File: config.mk
export PLATFORM = sky130hd
export DESIGN_NAME = parcel_sequencer
export DESIGN_NICKNAME = d
export VERILOG_FILES = /design/src/rtl/parcel_sequencer.sv
export SDC_FILE = /design/constraint.sdc
export NUM_CORES = 1
export LEC_CHECK = 0
export CORE_MARGIN = 10
export CORE_UTILIZATION = 50
export CTS_BUF_LIST = sky130_fd_sc_hd__clkbuf_16
export DETAILED_ROUTE_END_ITERATION = 16
export PLACE_DENSITY = 0.78
export SETUP_SLACK_MARGIN = 0.2
export SYNTH_ARGS = -nofsm -noshare
export SYNTH_HDL_FRONTEND = slang
export SYNTH_SLANG_ARGS = --single-unit
File: constraint.sdc
create_clock -name clk -period 2.6 [get_ports clk]
set_input_delay 0.39 -clock clk [delete_from_list [all_inputs] [get_ports clk]]
set_output_delay 0.39 -clock clk [all_outputs]
set_load 0.02 [all_outputs]
File: src/rtl/parcel_sequencer.sv
// Splits a 64-bit instruction word into opcode + variable-length tail parcels.
// Tail length per opcode comes from an external combinational lookup.
module parcel_sequencer (
    input  logic        clk,
    input  logic        rst_n,
    input  logic        fetch_valid,
    input  logic [63:0] fetch_data,
    output logic        fetch_ready,
    input  logic        flush,
    output logic [3:0]  slot_nib,
    input  logic [2:0]  slot_len,
    output logic        op_valid,
    input  logic        op_ready,
    output logic [3:0]  op,
    output logic [27:0] imm,
    output logic [2:0]  op_len,
    output logic        op_err,
    output logic        word_done
);

    typedef enum logic {StEmpty, StIssue} state_e;

    state_e      state_q, state_d;
    logic [3:0]  pc_q, pc_d;
    logic [63:0] word_q, word_d;

    logic        issuing;
    logic        accept;
    logic [3:0]  cur_nib;
    logic [63:0] shifted;
    logic [27:0] tail7;
    logic [4:0]  next_pc;
    logic [4:0]  tail_end;

    always_comb begin
        issuing  = (state_q == StIssue);
        accept   = issuing & op_ready;
        // Slot k occupies bits [63-4k -: 4], i.e. low bit at 4*(15-k).
        cur_nib  = word_q[{~pc_q, 2'b00} +: 4];
        // After shifting slot pc to the top, slots pc+1..pc+7 sit in [59:32].
        shifted  = word_q << {pc_q, 2'b00};
        tail7    = 28'(shifted >> 32);
        next_pc  = {1'b0, pc_q} + 5'd1 + {2'b00, slot_len};
        tail_end = {1'b0, pc_q} + {2'b00, slot_len};
    end

    always_comb begin
        fetch_ready = ~issuing & ~flush;
        op_valid    = issuing;
        slot_nib    = issuing ? cur_nib : 4'h0;
        op          = issuing ? cur_nib : 4'h0;
        op_len      = issuing ? slot_len : 3'd0;
        imm         = issuing ? (tail7 >> {3'd7 - slot_len, 2'b00}) : 28'h0;
        op_err      = issuing & (tail_end > 5'd15);
        // An accept coinciding with flush consumes the op but never ends the word.
        word_done   = accept & ~flush & next_pc[4];
    end

    always_comb begin
        state_d = state_q;
        pc_d    = pc_q;
        word_d  = word_q;
        if (flush) begin
            state_d = StEmpty;
            pc_d    = 4'h0;
        end else if (!issuing) begin
            if (fetch_valid) begin
                word_d  = fetch_data;
                pc_d    = 4'h0;
                state_d = StIssue;
            end
        end else if (accept) begin
            if (next_pc[4]) begin
                state_d = StEmpty;
                pc_d    = 4'h0;
            end else begin
                pc_d = next_pc[3:0];
            end
        end
    end

    always_ff @(posedge clk or negedge rst_n) begin
        if (!rst_n) begin
            state_q <= StEmpty;
            pc_q    <= 4'h0;
            word_q  <= 64'h0;
        end else begin
            state_q <= state_d;
            pc_q    <= pc_d;
            word_q  <= word_d;
        end
    end

endmodule
# Word-level counts from Yosys, hierarchy flattened
# Cells that the tools add are included.
[op_classes] addsub=4 mul=0 n_div=0 n_lt_le_gt_ge=1 eq_ne=1 shifts=3 n_mux=13 bitwise_logic=8 reduce_logical=3
[op_table] cell="$shiftx 64x7->4" count=1
[op_table] cell="$shl 64x6->60" count=1
[op_table] cell="$mux 28" count=1
[op_table] cell="$shr 28x5->28" count=1
[op_table] cell="$mux 4" count=6
[op_table] cell="$add 4x1->5 const B" count=1
[op_table] cell="$add 4x3->5" count=1
[op_table] cell="$add 5x3->5" count=1
[op_table] cell="$and 1x1->1" count=5
[op_table] cell="$gt 5x4->1 const B" count=1
[op_table] cell="$mux 1" count=5
[op_table] cell="$not 4->4" count=1
[op_table] cell="$mux 3" count=1
[op_table] cell="$ne 3x2->1 const B" count=1
[op_table] cell="$reduce_and 3->1" count=1
[op_table] cell="$reduce_bool 3->1" count=1
[op_table] cell="$sub 3x3->3 const A" count=1
[op_table] cell="$not 1->1" count=2
[op_table] cell="$reduce_and 2->1" count=1
[totals] ff_bits=69 latchBits=0 mem_bits_rw=0 romBits=0 input_bits=72 wordCells=36 mem_count=0

# Logic depth before layout (Yosys ltp)
[logic_depth] ltp_word=6 depth_mapped=11 mapped_depth_nobuf=7

# Worst setup path after synthesis
# Ideal clock, no wire load.
[synth_path] path_kind="reg-to-output" start="register pc_q[0]" end="output port slot_nib[2]" arrival_ns=2.387 required_ns=2.210 path_slack_ns=-0.177 stages_incl_launch_ff=10 path_buffers=5 cell_sequence="dfrtp_1 > buf_2 > buf_2 > buf_2 > buf_2 > mux4_2 > and2_1 > a211oi_1 > a211oi_1 > buf_4"
[synth_via] elab_chain_len=3
[synth_lines] item="start, declared" line_no="24" rtl="logic [3:0] pc_q, pc_d;"
[synth_lines] item="start signal, assigned" line_no="89" rtl="pc_q <= pc_d;"
[synth_lines] item="$not 4->4" line_no="39" rtl="cur_nib = word_q[{~pc_q, 2'b00} +: 4];"
[synth_lines] item="$shiftx 64x7->4" line_no="39"
[synth_lines] item="$mux 4"
[synth_lines] item="end, declared" line_no="10" rtl="output logic [3:0] slot_nib,"
# Every way passes these cells.

# Worst setup path after layout
[layout_path] start="register pc_q[1]" end="output port imm[4]"
[layout_via] elab_chain_len=3
[layout_lines] item="$shl 64x6->60" line_no="41" rtl="shifted = word_q << {pc_q, 2'b00};"
[layout_lines] item="$shr 28x5->28" line_no="53" rtl="imm = issuing ? (tail7 >> {3'd7 - slot_len, 2'b00}) : 28'h0;"
[layout_lines] item="$mux 28" line_no="53"
[layout_lines] item="end, declared" line_no="15" rtl="output logic [27:0] imm,"
# Every way passes these cells.

==> flow_results.xml <==
<?xml version="1.0" encoding="UTF-8"?>
<metrics>
  <group name="sta">
    <metric name="finalHoldViolations" unit="">0</metric>
    <metric name="timing.fmax" unit="MHz">313</metric>
    <metric name="timing.final.ws_setup" unit="ps">-599</metric>
    <metric name="final.period_utilization" unit="">1.23</metric>
    <metric name="relSlewSlack" unit="">0.634</metric>
    <metric name="finClkSkew" unit="ps">3.77</metric>
    <metric name="holdWs" unit="ps">30.4</metric>
    <metric name="period_minus_ws_final" unit="ps">3200</metric>
    <metric name="timing_worst_slew_pin_value" unit="ps">548</metric>
    <metric name="maxSlewViolCount" unit="">0</metric>
    <metric name="finalSetupViolations" unit="">37</metric>
    <metric name="grt_setup_unrepaired" unit="">yes</metric>
  </group>
  <group name="setup_path">
    <metric name="critPathMaxFanout" unit="">7</metric>
    <metric name="critical_path_class" unit="">register to primary output</metric>
    <metric name="depth_of_the_worst_register_to_register_path" unit="">13</metric>
    <metric name="critPathRequiredTime" unit="ps">2210</metric>
    <metric name="worst_setup_path_start_kind" unit="">register</metric>
    <metric name="critical_path.endpoint_type" unit="">primary output</metric>
    <metric name="critPathArrivalTime" unit="ps">2810</metric>
  </group>
  <group name="pwr">
    <metric name="ir_drop" unit="mV">0.553</metric>
    <metric name="power" unit="mW">5.94</metric>
    <metric name="power.static_leakage" unit="nW">4.23</metric>
    <metric name="cellPowerDensity" unit="nW/um^2">567</metric>
  </group>
  <group name="cells_and_area">
    <metric name="layout.cell_area.non_filler" unit="sq um">10500</metric>
    <metric name="antennaDiodeCount" unit="">0</metric>
    <metric name="post_route_cells_drive_above_1_share" unit="">0.573</metric>
    <metric name="nets" unit="">1022</metric>
    <metric name="area_growth" unit="%">68.1</metric>
  </group>
  <group name="logic_synthesis">
    <metric name="post-synth-top-area-fraction" unit="">0.277</metric>
    <metric name="synth.area.top_cells" unit="">dfrtp_1 (28%), mux2_2 (14%), mux2i_1 (12%)</metric>
    <metric name="synth_fp_nets" unit="">694</metric>
    <metric name="synth_cells" unit="">616</metric>
    <metric name="synth_enable_flop_cells" unit="">0</metric>
    <metric name="async_reset_ff_frac" unit="">1.00</metric>
    <metric name="main_flop_type_after_synthesis" unit="">dfrtp_1</metric>
    <metric name="most_frequent_cells_after_synthesis" unit="">mux2_2 (77), mux2i_1 (72), dfrtp_1 (69)</metric>
    <metric name="count_of_state_elements_after_synthesis" unit="">69</metric>
    <metric name="ys_seq_area_frac" unit="">0.277</metric>
    <metric name="unique_cell_type_count_in_the_yosys_netlist" unit="">61</metric>
    <metric name="netlist_area" unit="sq um">6230</metric>
    <metric name="count_leader_synth" unit="">mux2_2</metric>
    <metric name="yosysTopAreaCell" unit="">dfrtp_1</metric>
    <metric name="syn_avg_cell_area" unit="sq um">10.1</metric>
    <metric name="ys.warnings.count" unit="">0</metric>
  </group>
  <group name="floorplan">
    <metric name="standard_cell_rows" unit="">40</metric>
    <metric name="core_region_area" unit="sq um">12100</metric>
    <metric name="die_area" unit="sq um">17300</metric>
    <metric name="die_width" unit="um">132</metric>
    <metric name="die_h" unit="um">132</metric>
    <metric name="initial_cell_density_of_the_core" unit="">0.515</metric>
    <metric name="num_io_pins" unit="">115</metric>
  </group>
  <group name="drt">
    <metric name="drtIter0Drc" unit="">1173</metric>
    <metric name="post_drt_wl_per_cell" unit="um">28.8</metric>
    <metric name="count_of_tritonroute_iterations_in_the_first_routing_pass" unit="">8</metric>
    <metric name="drc_violation_count_after_routing" unit="">0</metric>
    <metric name="vias" unit="">7517</metric>
    <metric name="post_route_wl" unit="mm">32.2</metric>
    <metric name="route.detailed.vias_per_inst" unit="">6.74</metric>
    <metric name="antenna_left" unit="">0</metric>
  </group>
  <group name="status">
    <metric name="failed_checks" unit="">negative setup slack</metric>
    <metric name="status" unit="">complete, but fails checks</metric>
  </group>
  <group name="placed_design">
    <metric name="dp.final_hpwl" unit="mm">21.6</metric>
    <metric name="io_buffers" unit="">114</metric>
    <metric name="place.gp.congestion" unit="">1.03</metric>
    <metric name="placement.setup.worst_slack" unit="ps">-643</metric>
    <metric name="detailed_place.area" unit="sq um">9230</metric>
  </group>
  <group name="clocking">
    <metric name="ctsHoldBuffers" unit="">0</metric>
    <metric name="tritoncts_clock_tree" unit="">yes</metric>
    <metric name="clock_sink_count" unit="">69</metric>
    <metric name="clk_pin_slew" unit="ps">60</metric>
    <metric name="clock_path_buffers" unit="">2</metric>
    <metric name="htree_levels" unit="">3</metric>
    <metric name="cts.root.buffer_cell" unit="">clkbuf_16</metric>
    <metric name="clock_latency" unit="ps">350</metric>
    <metric name="cts_buffers" unit="">9</metric>
  </group>
  <group name="hold_path">
    <metric name="holdCritPathClass" unit="">input port to asynchronous set/reset pin</metric>
  </group>
  <group name="global_route">
    <metric name="grt_first_pass_wirelength" unit="mm">46.0</metric>
    <metric name="initial_antenna_violation_count" unit="">0</metric>
    <metric name="groute.usage.overall" unit="">0.335</metric>
    <metric name="grt_overflow_total" unit="">0</metric>
    <metric name="grt_max_degree" unit="">70</metric>
    <metric name="grt_pass1_vias" unit="">7662</metric>
  </group>
  <group name="job">
    <metric name="maxCapViolations" unit="">0</metric>
  </group>
</metrics>
==> metal layers <==
layer	up-vias	global-route usage	share of wire
met5	-	0	0
met3	193	0.0873	0.11
met4	0	0.206	0.069
met1	3602	0.407	0.36
met2	672	0.520	0.45
li1	3050	-	-
==> logic make-up (layout without fill, tap and decap cells) <==
logic type | after synthesis | after routing | share of synthesized area
buf+inv | 63 | 395 | 0.0540
flops | 69 | 69 | 0.277
xor+xnor | 1 | 1 | 0.00141
compound gates | 149 | 149 | 0.174
mux | 179 | 179 | 0.364
fa+ha+maj | 6 | 6 | 0.0144
simple gates | 149 | 149 | 0.116
==> sequential cells by signal, indices dropped and copies added, names as in the netlist <==
name	flops
op_valid	1
pc_q	4
word_q	64
==> metrics by stage <==
step,setup TNS (ps),util,cells
5_1_grt,-16250,0.865,1116
2_1_floorplan,0,-,616
3_5_place_dp,-18890,0.762,1067
4_1_cts,-12810,0.827,1103
6_report,-14410,0.865,1116
3_3_place_gp,-17320,0.762,1067
==> power by group <==
part / leakage (nW) / switching (mW) / total [mW] / internal, mW
Sequential: 0.816 / 0.292 / 1.56 / 1.27
Clock: 0.141 / 0.517 / 1.25 / 0.737
Combinational: 3.27 / 1.53 / 3.12 / 1.59
Total: 4.23 / 2.33 / 5.94 / 3.60
==> layout make-up <==
class                           instances  area (sq um)
Inverter                               10          41.3
Multi-Input combinational cell        484          4910
Timing Repair Buffer                  370          3290
Clock buffer                            9           225
Tap cell                              168           210
Clock inverter                          6          65.1
Sequential cell                        69          1740
Fill cell                             614          1630
==> cells in the final DEF, fill, tap and decap left out, types with 4 or more instances in the layout <==
| master | synthesis | routed |
|---|---|---|
| and2_1 | 8 | 4 |
| mux4_2 | 29 | 29 |
| o21ai_2 | 0 | 4 |
| buf_2 | 16 | 7 |
| o211ai_1 | 7 | 7 |
| dfrtp_1 | 69 | 66 |
| nor2_1 | 39 | 29 |
| buf_8 | 0 | 4 |
| a211oi_2 | 1 | 15 |
| mux2i_1 | 72 | 49 |
| mux2i_4 | 0 | 9 |
| a221o_1 | 5 | 5 |
| nand2b_1 | 4 | 4 |
| a22oi_2 | 0 | 5 |
| nand3b_1 | 4 | 4 |
| o22ai_4 | 0 | 4 |
| nor3_1 | 7 | 7 |
| inv_1 | 7 | 6 |
| a22oi_1 | 9 | 4 |
| buf_12 | 1 | 12 |
| a21oi_1 | 18 | 12 |
| buf_6 | 4 | 37 |
| o21ai_0 | 24 | 13 |
| mux2i_2 | 0 | 14 |
| clkdlybuf4s50_1 | 0 | 74 |
| nor2_4 | 0 | 4 |
| nand2_1 | 40 | 38 |
| or3_1 | 5 | 4 |
| a22o_1 | 6 | 6 |
| nand3_1 | 18 | 16 |
| mux2_2 | 77 | 76 |
| nor2b_1 | 9 | 6 |
| a21oi_2 | 0 | 5 |
| o221ai_2 | 0 | 4 |
| buf_4 | 9 | 232 |
| nor2_2 | 0 | 6 |
| clkbuf_16 | 0 | 10 |
| o21ai_1 | 1 | 8 |
| ha_1 | 4 | 4 |
==> repair_timing <==
action / CTS / global route
pin swaps: 32 / 29
gates resized for setup: 271 / 83
cloned: 0 / 1
endpoints found under the setup margin: 43 / 43
buffers inserted: 21 / 12
==> worst paths after layout <==
| check | slack [ps] | to | startpoint |
|---|---|---|---|
| setup / recovery | -600 | imm[4] | pc_q[1] |
| hold / removal | 30 | word_q[7] | rst_n |
| setup reg to reg | 40 | pc_q[1] | pc_q[1] |
| hold reg to reg | 510 | word_q[60] | word_q[60] |
| max in group asynchronous | 2170 | pc_q[0] | rst_n |
| min in group clk | 510 | word_q[60] | word_q[60] |
==> worst max-delay path, stage by stage (launching register included) <==
cell,delay (ps)
dfrtp_4,440
buf_12,160
mux4_2,600
mux2i_4,250
buf_6,140
o22ai_2,60
a221o_1,310
a221o_1,350
buf_6,140
No activity file was read; power rests on OpenSTA's default activity.
